### config.mk
export PLATFORM = sky130hd
export DESIGN_NAME = inst_fetch
export DESIGN_NICKNAME = d
export VERILOG_FILES = /design/src/rtl/inst_fetch.sv
export SDC_FILE = /design/constraint.sdc
export NUM_CORES = 1
export LEC_CHECK = 0
export CAP_MARGIN = 25
export CORE_MARGIN = 3
export CORE_UTILIZATION = 53
export DETAILED_ROUTE_END_ITERATION = 16
export GPL_ROUTABILITY_DRIVEN = 0
export GPL_TIMING_DRIVEN = 0
export PLACE_DENSITY = 0.86
export SLEW_MARGIN = 10
export SYNTH_ARGS = -nofsm -noshare
export SYNTH_HDL_FRONTEND = slang
export SYNTH_SLANG_ARGS = --single-unit
export TNS_END_PERCENT = 50
### constraint.sdc
create_clock -name clk -period 3.35 [get_ports clk]
set_clock_uncertainty 0.15 [all_clocks]
set_input_delay 0.335 -clock clk [delete_from_list [all_inputs] [get_ports clk]]
set_output_delay 0.335 -clock clk [all_outputs]
set_load 0.005 [all_outputs]
### src/rtl/inst_fetch.sv
// inst_fetch: instruction fetch stage with a request/ack memory port, a
// two-entry buffer (output register plus one skid register) toward the
// consumer, and redirect handling that discards an in-flight request.
// Optional feature: define FETCH_COUNT_EN to enable the consumed-instruction
// counter on fetch_cnt; otherwise fetch_cnt is tied to zero.
`timescale 1ns/1ps

module inst_fetch #(
    parameter logic [31:0] RESET_PC = 32'h0000_0000
) (
    input  logic        clk,
    input  logic        rst,
    output logic        imem_req,
    output logic [31:0] imem_addr,
    input  logic        imem_ack,
    input  logic [31:0] imem_rdata,
    input  logic        stall,
    input  logic        redirect,
    input  logic [31:0] redirect_addr,
    output logic [31:0] inst,
    output logic [31:0] pc,
    output logic [4:0]  opcode,
    output logic [2:0]  func3,
    output logic [6:0]  func7,
    output logic [4:0]  rd,
    output logic [4:0]  rs1,
    output logic [4:0]  rs2,
    output logic        inst_valid,
    output logic        illegal,
    output logic [31:0] fetch_cnt
);

    typedef enum logic [1:0] {
        IDLE  = 2'd0,
        FETCH = 2'd1,
        DROP  = 2'd2
    } state_t;

    state_t      state_q;
    state_t      state_d;

    logic [31:0] next_pc_q;
    logic [31:0] drop_addr_q;

    logic        out_valid_q;
    logic [31:0] out_inst_q;
    logic [31:0] out_pc_q;

    logic        skid_valid_q;
    logic [31:0] skid_inst_q;
    logic [31:0] skid_pc_q;

    logic        take_word;
    logic        enter_drop;
    logic        consume;
    logic [31:0] redirect_tgt;

    assign redirect_tgt = redirect_addr & 32'hFFFF_FFFC;
    assign consume      = out_valid_q && !stall && !redirect;

    // State register
    always_ff @(posedge clk) begin
        if (rst) begin
            state_q <= IDLE;
        end else begin
            state_q <= state_d;
        end
    end

    // Next-state logic
    always_comb begin
        state_d = state_q;
        case (state_q)
            IDLE:    state_d = FETCH;
            FETCH:   if (enter_drop) state_d = DROP;
            DROP:    if (imem_ack) state_d = FETCH;
            default: state_d = IDLE;
        endcase
    end

    // FSM outputs: memory request, its address, and the word-accept strobe.
    // In FETCH the address is next_pc directly: next_pc only moves on ack or
    // redirect, and a redirect with a pending request diverts to DROP, which
    // holds the old address in drop_addr_q, so the handshake stays stable.
    always_comb begin
        imem_req   = 1'b0;
        imem_addr  = next_pc_q;
        take_word  = 1'b0;
        enter_drop = 1'b0;
        case (state_q)
            FETCH: begin
                imem_req   = !skid_valid_q;
                take_word  = imem_req && imem_ack && !redirect;
                enter_drop = imem_req && !imem_ack && redirect;
            end
            DROP: begin
                imem_req  = 1'b1;
                imem_addr = drop_addr_q;
            end
            default: ;
        endcase
    end

    // Fetch pointer: redirect target wins, otherwise advance on each accepted word
    always_ff @(posedge clk) begin
        if (rst) begin
            next_pc_q <= RESET_PC;
        end else if (redirect) begin
            next_pc_q <= redirect_tgt;
        end else if (take_word) begin
            next_pc_q <= next_pc_q + 32'd4;
        end
    end

    // Address of the request being abandoned, held while DROP waits for its ack
    always_ff @(posedge clk) begin
        if (rst) begin
            drop_addr_q <= RESET_PC;
        end else if (enter_drop) begin
            drop_addr_q <= next_pc_q;
        end
    end

    // Output register: refilled from SKID first, then from the word acked this cycle
    always_ff @(posedge clk) begin
        if (rst) begin
            out_valid_q <= 1'b0;
            out_inst_q  <= '0;
            out_pc_q    <= '0;
        end else if (redirect) begin
            out_valid_q <= 1'b0;
        end else if (consume) begin
            if (skid_valid_q) begin
                out_valid_q <= 1'b1;
                out_inst_q  <= skid_inst_q;
                out_pc_q    <= skid_pc_q;
            end else if (take_word) begin
                out_valid_q <= 1'b1;
                out_inst_q  <= imem_rdata;
                out_pc_q    <= next_pc_q;
            end else begin
                out_valid_q <= 1'b0;
            end
        end else if (!out_valid_q && take_word) begin
            out_valid_q <= 1'b1;
            out_inst_q  <= imem_rdata;
            out_pc_q    <= next_pc_q;
        end
    end

    // Skid register: catches a word returning while OUT is held by stall
    always_ff @(posedge clk) begin
        if (rst) begin
            skid_valid_q <= 1'b0;
            skid_inst_q  <= '0;
            skid_pc_q    <= '0;
        end else if (redirect) begin
            skid_valid_q <= 1'b0;
        end else if (consume && skid_valid_q) begin
            skid_valid_q <= 1'b0;
        end else if (out_valid_q && !consume && take_word) begin
            skid_valid_q <= 1'b1;
            skid_inst_q  <= imem_rdata;
            skid_pc_q    <= next_pc_q;
        end
    end

`ifdef FETCH_COUNT_EN
    logic [31:0] fetch_cnt_q;

    // Consumed-instruction counter, wraps naturally at 32 bits
    always_ff @(posedge clk) begin
        if (rst) begin
            fetch_cnt_q <= '0;
        end else if (consume) begin
            fetch_cnt_q <= fetch_cnt_q + 32'd1;
        end
    end

    assign fetch_cnt = fetch_cnt_q;
`else
    assign fetch_cnt = '0;
`endif

    assign inst       = out_inst_q;
    assign pc         = out_pc_q;
    assign inst_valid = out_valid_q;
    assign illegal    = out_valid_q && (out_inst_q[1:0] != 2'b11);

    assign opcode = out_inst_q[6:2];
    assign func3  = out_inst_q[14:12];
    assign func7  = out_inst_q[31:25];
    assign rd     = out_inst_q[11:7];
    assign rs1    = out_inst_q[19:15];
    assign rs2    = out_inst_q[24:20];

endmodule
==> results of run 1 <==
[metal layers]
layer / share of wire [%] / vias to the layer above / wire, microns
li1: - / 3836 / -
met1: 40 / 3761 / 10000
met2: 49 / 402 / 12200
met3: 8.1 / 55 / 2020
met4: 3.1 / 0 / 775
met5: 0 / - / 0
[tightest hold or removal path: cells and delay by family]
family,cells,cell delay (ps)
compound gates,1,60
buf+inv,1,170
simple gates,2,240
[worst paths after layout]
kind              depth (start not counted)  slack (ps)             to          from
hold reg to reg                           2         300   skid_pc_q[5]  skid_pc_q[5]
setup reg to reg                          8         940         pc[21]    state_q[1]
setup / recovery                          6         240  imem_addr[30]    state_q[0]
hold / removal                            4         270  skid_pc_q[31]      redirect
[cell usage in the layout, fill, tap and decap left out, types with 6 or more instances in the layout]
master	n
nand3_1	12
buf_6	8
mux2_2	27
clkbuf_1	43
clkbuf_16	17
xnor2_1	9
conb_1	36
nand2_1	203
dfxtp_1	188
clkbuf_8	6
inv_1	6
nand4_1	11
xor2_1	20
clkdlybuf4s50_1	189
a211oi_1	85
buf_2	33
nor2_1	94
buf_4	67
a21oi_1	96
mux2i_1	64
[state kept, by name, summed over array words and instances (netlist names)]
name	count
inst	32
state_q	2
skid_valid_q	1
next_pc_q	30
skid_pc_q	30
skid_inst_q	32
drop_addr_q	30
pc	30
inst_valid	1
[stage by stage]
stage,instance area [sq um],setup WS [ps],utilization (%)
after floorplan,8780,1340,-
after global placement,10900,567,68.6
after detailed placement,10900,579,68.6
after CTS,11600,93.0,72.5
after global routing,11600,147,72.6
final,11600,239,72.6
[final cells by class]
cell class	instances	share of cell area [%]
clock inverters	6	0.909
inverters	7	0.227
clock buffers	26	4.49
plain buffers	154	8.10
repair buffers	189	16.4
well taps	216	2.34
multi-input cells	702	35.1
flip-flops and latches	188	32.5
[power by group through the flow]
stage / Combinational (mW) / Sequential (mW) / Clock (mW)
after floorplan: 0.386 / 2.43 / 0
after global placement: 0.756 / 2.44 / 0
after detailed placement: 0.770 / 2.44 / 0
after CTS: 0.777 / 2.39 / 2.12
after global routing: 0.847 / 2.40 / 2.23
final: 0.782 / 2.39 / 2.12
[cells by family (layout without fill, tap and decap cells)]
kind of cell | count (synthesis) | in the layout
adder cells (fa/ha/maj) | 4 | 4
AND/OR/NAND/NOR | 349 | 349
AO/OA/AOI/OAI | 193 | 193
buffers and inverters | 161 | 382
other | 1 | 36
XOR/XNOR | 29 | 29
multiplexers | 91 | 91
flip-flops | 188 | 188
==> flow_summary.json, run 1 <==
{
  "startpoint_type": "flip-flop",
  "hold_viol_final": 0,
  "cts-buffers-inserted": 17,
  "cp_top_family": "buffers and inverters",
  "crit_path_max_fanout": 10,
  "chipWidth_microns": 134,
  "switchingPower_mw": 1.25,
  "cpPeakStageDelay_ps": 460,
  "cts.htree.levels": 4,
  "fin_nets": 1332,
  "multi_input_area_sq_um": 4060,
  "synthToLayoutAreaGrowth_pct": 33.8,
  "synth_edf_count": 0,
  "path_clk_slew_ps": 70,
  "ys_seq_area_share_pct": 43.5,
  "setup_viol": 0,
  "fin_cells": 1488,
  "cp-end-kind": "output pin",
  "port-buffer-count": 189,
  "synth_seq_cells": 188,
  "syn_area_sq_um": 8650,
  "p_comb_share_pct": 14.8,
  "grt_use_met2_pct": 45.9,
  "switching_share_pct": 23.6,
  "fin_crit_sh_pct": 92.9,
  "drv_slew": 0,
  "synth-async-reset-ratio_pct": 0,
  "hold_path.class": "in2reg",
  "detail-route-antenna-nets": 0,
  "yosysMostFrequentCell": "nand2_1",
  "grt_pass1_wl_mm": 39.2,
  "clock_sinks": 188,
  "num_vias": 8054,
  "power_density_nw_per_um2": 458,
  "grtUsageMet3_pct": 4.87,
  "overflow": 0,
  "p_seq_share_pct": 45.2,
  "critPathKind": "reg2out",
  "grtUsageTotal_pct": 27.5,
  "met1_usage_pct": 34.7,
  "viasPerCell": 5.41,
  "synth_area_leaders": "dfxtp_1 (44%), nand2_1 (8.8%), mux2i_1 (7.4%)",
  "synth_top_cell_area_share_pct": 43.5,
  "row_count": 46,
  "drc": 0,
  "drive_gt1_share_pct": 13.8,
  "core_area_sq_um": 15900,
  "synth_common_cells": "nand2_1 (203), dfxtp_1 (188), a21oi_1 (96), nor2_1 (94), a211oi_1 (85)",
  "relSlewSlack_pct": 52.3,
  "status": "complete, no violations",
  "cts_tree": "built",
  "grt_pass1_vias": 7609,
  "diodes": 0,
  "synthXorXnorAreaFrac_pct": 2.94,
  "worstPathRequired_ps": 2860,
  "firstDrtPassIters": 9,
  "cts_root_buffer": "clkbuf_16",
  "post_cts_buffers": 0,
  "ir_worst_vdd_uv": 425,
  "fillers": 1228,
  "grt_max_degree": 17,
  "maxCapViolations": 0,
  "p_leak_nw": 4.10,
  "clockBufferDepth": 2,
  "clock_latency_ps": 430,
  "synth_fa_ha_area_share_pct": 0.579,
  "dieArea_sq_um": 17900,
  "muxShareOfSynthArea_pct": 10.9,
  "worst_slew_pin_slew_ps": 712,
  "wl_mm": 25.1,
  "crit_buf_inv": 4,
  "synth_top_family_by_area": "simple AND/OR/NAND/NOR gates",
  "power_frac_clock_pct": 40.0,
  "finalSetupTns_ps": 0,
  "crit_path_top_delay_cell": "clkdlybuf4s50_1",
  "cts_resized": 0,
  "start_util_pct": 54.2,
  "fmax_ghz": 0.321,
  "arrival_ps": 2630,
  "netlist_instances": 1016,
  "drtIter0Drc": 721,
  "holdWs_ps": 267,
  "ys_types": 42,
  "busiest_layer": "met2",
  "cp_cell_sequence": "inv_1 > ha_1 > clkbuf_1 > clkbuf_2 > mux2_2 > clkdlybuf4s50_1",
  "synth_ff_type": "dfxtp_1",
  "antenna_found_initial": 0,
  "yosys.area.top_type": "dfxtp_1",
  "regArea_sq_um": 3760,
  "yosysWarnings": 0,
  "die_h_microns": 134,
  "wl_per_cell_microns": 16.8,
  "synth_simple_gate_area_share_pct": 16.8,
  "min_period_ps": 3110,
  "rsz0062_at_grt": "no",
  "synth_compound_area_share_pct": 14.1,
  "ctsHoldBuffers": 0,
  "p_total_mw": 5.29,
  "synth_area_per_cell_sq_um": 8.51,
  "placed_cells": 1456,
  "ios": 230,
  "post-dp-hpwl_mm": 17.7,
  "internal_power_mw": 4.04
}
No activity file was read; power rests on OpenSTA's default activity.
==> inputs of run 2 (changes only) <==
Settings changed: PLACE_DENSITY 0.86 to 0.94.
==> run 2 against run 1 <==
Clock power up 4%. Critical path depth is the same. Critical path type unchanged. Highest routed layer unchanged. Critical endpoint unchanged. Final cell count unchanged. Design area grew 0.24%.
==> flow_summary.json, run 2 (synthesized netlist as in run 1, its figures left out) <==
{
  "ctsHoldBuffers": 0,
  "die_h_microns": 134,
  "overflow": 0,
  "grt_pass1_wl_mm": 42.1,
  "hold_path.class": "in2reg",
  "grtUsageTotal_pct": 29.4,
  "port-buffer-count": 189,
  "wl_mm": 26.6,
  "grt_pass1_vias": 8229,
  "reg2reg_to": "skid_pc_q[12]",
  "cpPeakStageDelay_ps": 480,
  "critPathKind": "reg2out",
  "detail-route-antenna-nets": 0,
  "hold_viol_final": 0,
  "worst_slew_pin_slew_ps": 728,
  "ios": 230,
  "fin_nets": 1332,
  "num_vias": 8309,
  "diodes": 0,
  "status": "complete, no violations",
  "setup_viol": 0,
  "grt_max_degree": 17,
  "crit_path_top_delay_cell": "buf_1",
  "reg2regPathDepth": 9,
  "start_util_pct": 54.2,
  "power_density_nw_per_um2": 466,
  "clockBufferDepth": 2,
  "arrival_ps": 2770,
  "holdWs_ps": 254,
  "hold_depth": 4,
  "clock_latency_ps": 430,
  "fin_crit_sh_pct": 97.1,
  "synthToLayoutAreaGrowth_pct": 34.1,
  "drv_slew": 0,
  "worstPathRequired_ps": 2860,
  "cp-end-kind": "output pin",
  "dieArea_sq_um": 17900,
  "maxCapViolations": 0,
  "ir_worst_vdd_uv": 403,
  "whs_endpoint": "skid_pc_q[31]",
  "crit_path_max_fanout": 10,
  "r2r_slack_ps": 890,
  "core_area_sq_um": 15900,
  "antenna_found_initial": 0,
  "fmax_ghz": 0.307,
  "row_count": 46,
  "drtIter0Drc": 770,
  "worstHoldStart": "redirect",
  "relSlewSlack_pct": 51.2,
  "p_total_mw": 5.40,
  "cp_top_family": "buffers and inverters",
  "final_common_cell": "nand2_1",
  "viasPerCell": 5.58,
  "min_period_ps": 3250,
  "clock_sinks": 188,
  "drive_gt1_share_pct": 14.0,
  "cts_root_buffer": "clkbuf_16",
  "cts-buffers-inserted": 17,
  "fin_cells": 1488,
  "cp_cell_sequence": "inv_1 > ha_1 > clkbuf_1 > buf_1 > mux2_2 > clkdlybuf4s50_1",
  "cts_tree": "built",
  "fin_area_sq_um": 11600,
  "chipWidth_microns": 134,
  "timing.rr.start": "state_q[1]",
  "final_cell_mix": "nand2_1 (203), clkdlybuf4s50_1 (189), dfxtp_1 (188)",
  "placed_cell_area_sq_um": 10900,
  "path_clk_slew_ps": 70,
  "firstDrtPassIters": 6,
  "crit_buf_inv": 4,
  "p_leak_nw": 4.11,
  "startpoint_type": "flip-flop",
  "finalSetupTns_ps": 0,
  "post-dp-hpwl_mm": 18.7,
  "placed_cells": 1456,
  "cts.htree.levels": 4,
  "wl_per_cell_microns": 17.9,
  "drc": 0
}
run 2: power by group:
part | leakage (nW) | switching [mW] | internal, mW
sequential | 1.53 | 0.0725 | 2.32
combinational | 2.26 | 0.364 | 0.429
clock | 0.319 | 0.864 | 1.35
run 2: worst reg2reg max path, stage by stage (launching register included):
cell,delay (ps)
dfxtp_1,360
inv_1,70
ha_1,220
nand3b_1,80
buf_2,250
or3_1,140
clkbuf_1,400
buf_2,340
nand2_1,110
a21oi_1,240
run 2: repair_timing:
item | in CTS | in global routing
endpoints found under the setup margin | 0 | 20
buffers inserted | 0 | 0
resized for setup | 0 | 2
run 2: final cells by class:
class                   count  area (sq um)
inverters                   7          26.3
well taps                 216           270
clock buffers              22           494
multi-input cells         702          4060
plain buffers             154           936
repair buffers            189          1890
fillers                  1121          4350
clock inverters            10           159
flip-flops and latches    188          3760
run 2: how the worst max path moves through the flow:
stage                           from  slack, ps            end  depth (start not counted)
after floorplan           state_q[0]       1340  imem_addr[10]                          5
final                     state_q[0]        100  imem_addr[30]                          6
after global routing      state_q[0]        -10  imem_addr[30]                          6
after detailed placement  state_q[0]        490  imem_addr[28]                          6
after CTS                 state_q[0]         30  imem_addr[28]                          6
after global placement    state_q[0]        510  imem_addr[28]                          6
run 2: stage by stage:
stage	util (%)	worst slack, ps
final	72.7	95.8
after global routing	72.7	-11.0
after CTS	72.7	29.0
after detailed placement	68.6	490
after global placement	68.6	512
after floorplan	-	1340
run 2: routing by layer:
metal  GRT usage, %  up-vias  part of all wire, %  wire length, microns
li1               -     3830                    -                     -
met1           35.2     3896                   37                  9940
met2           51.1      483                   50                 13200
met3           4.72      100                  8.7                  2320
met4           14.3        0                  4.3                  1140
met5              0        -                    0                     0
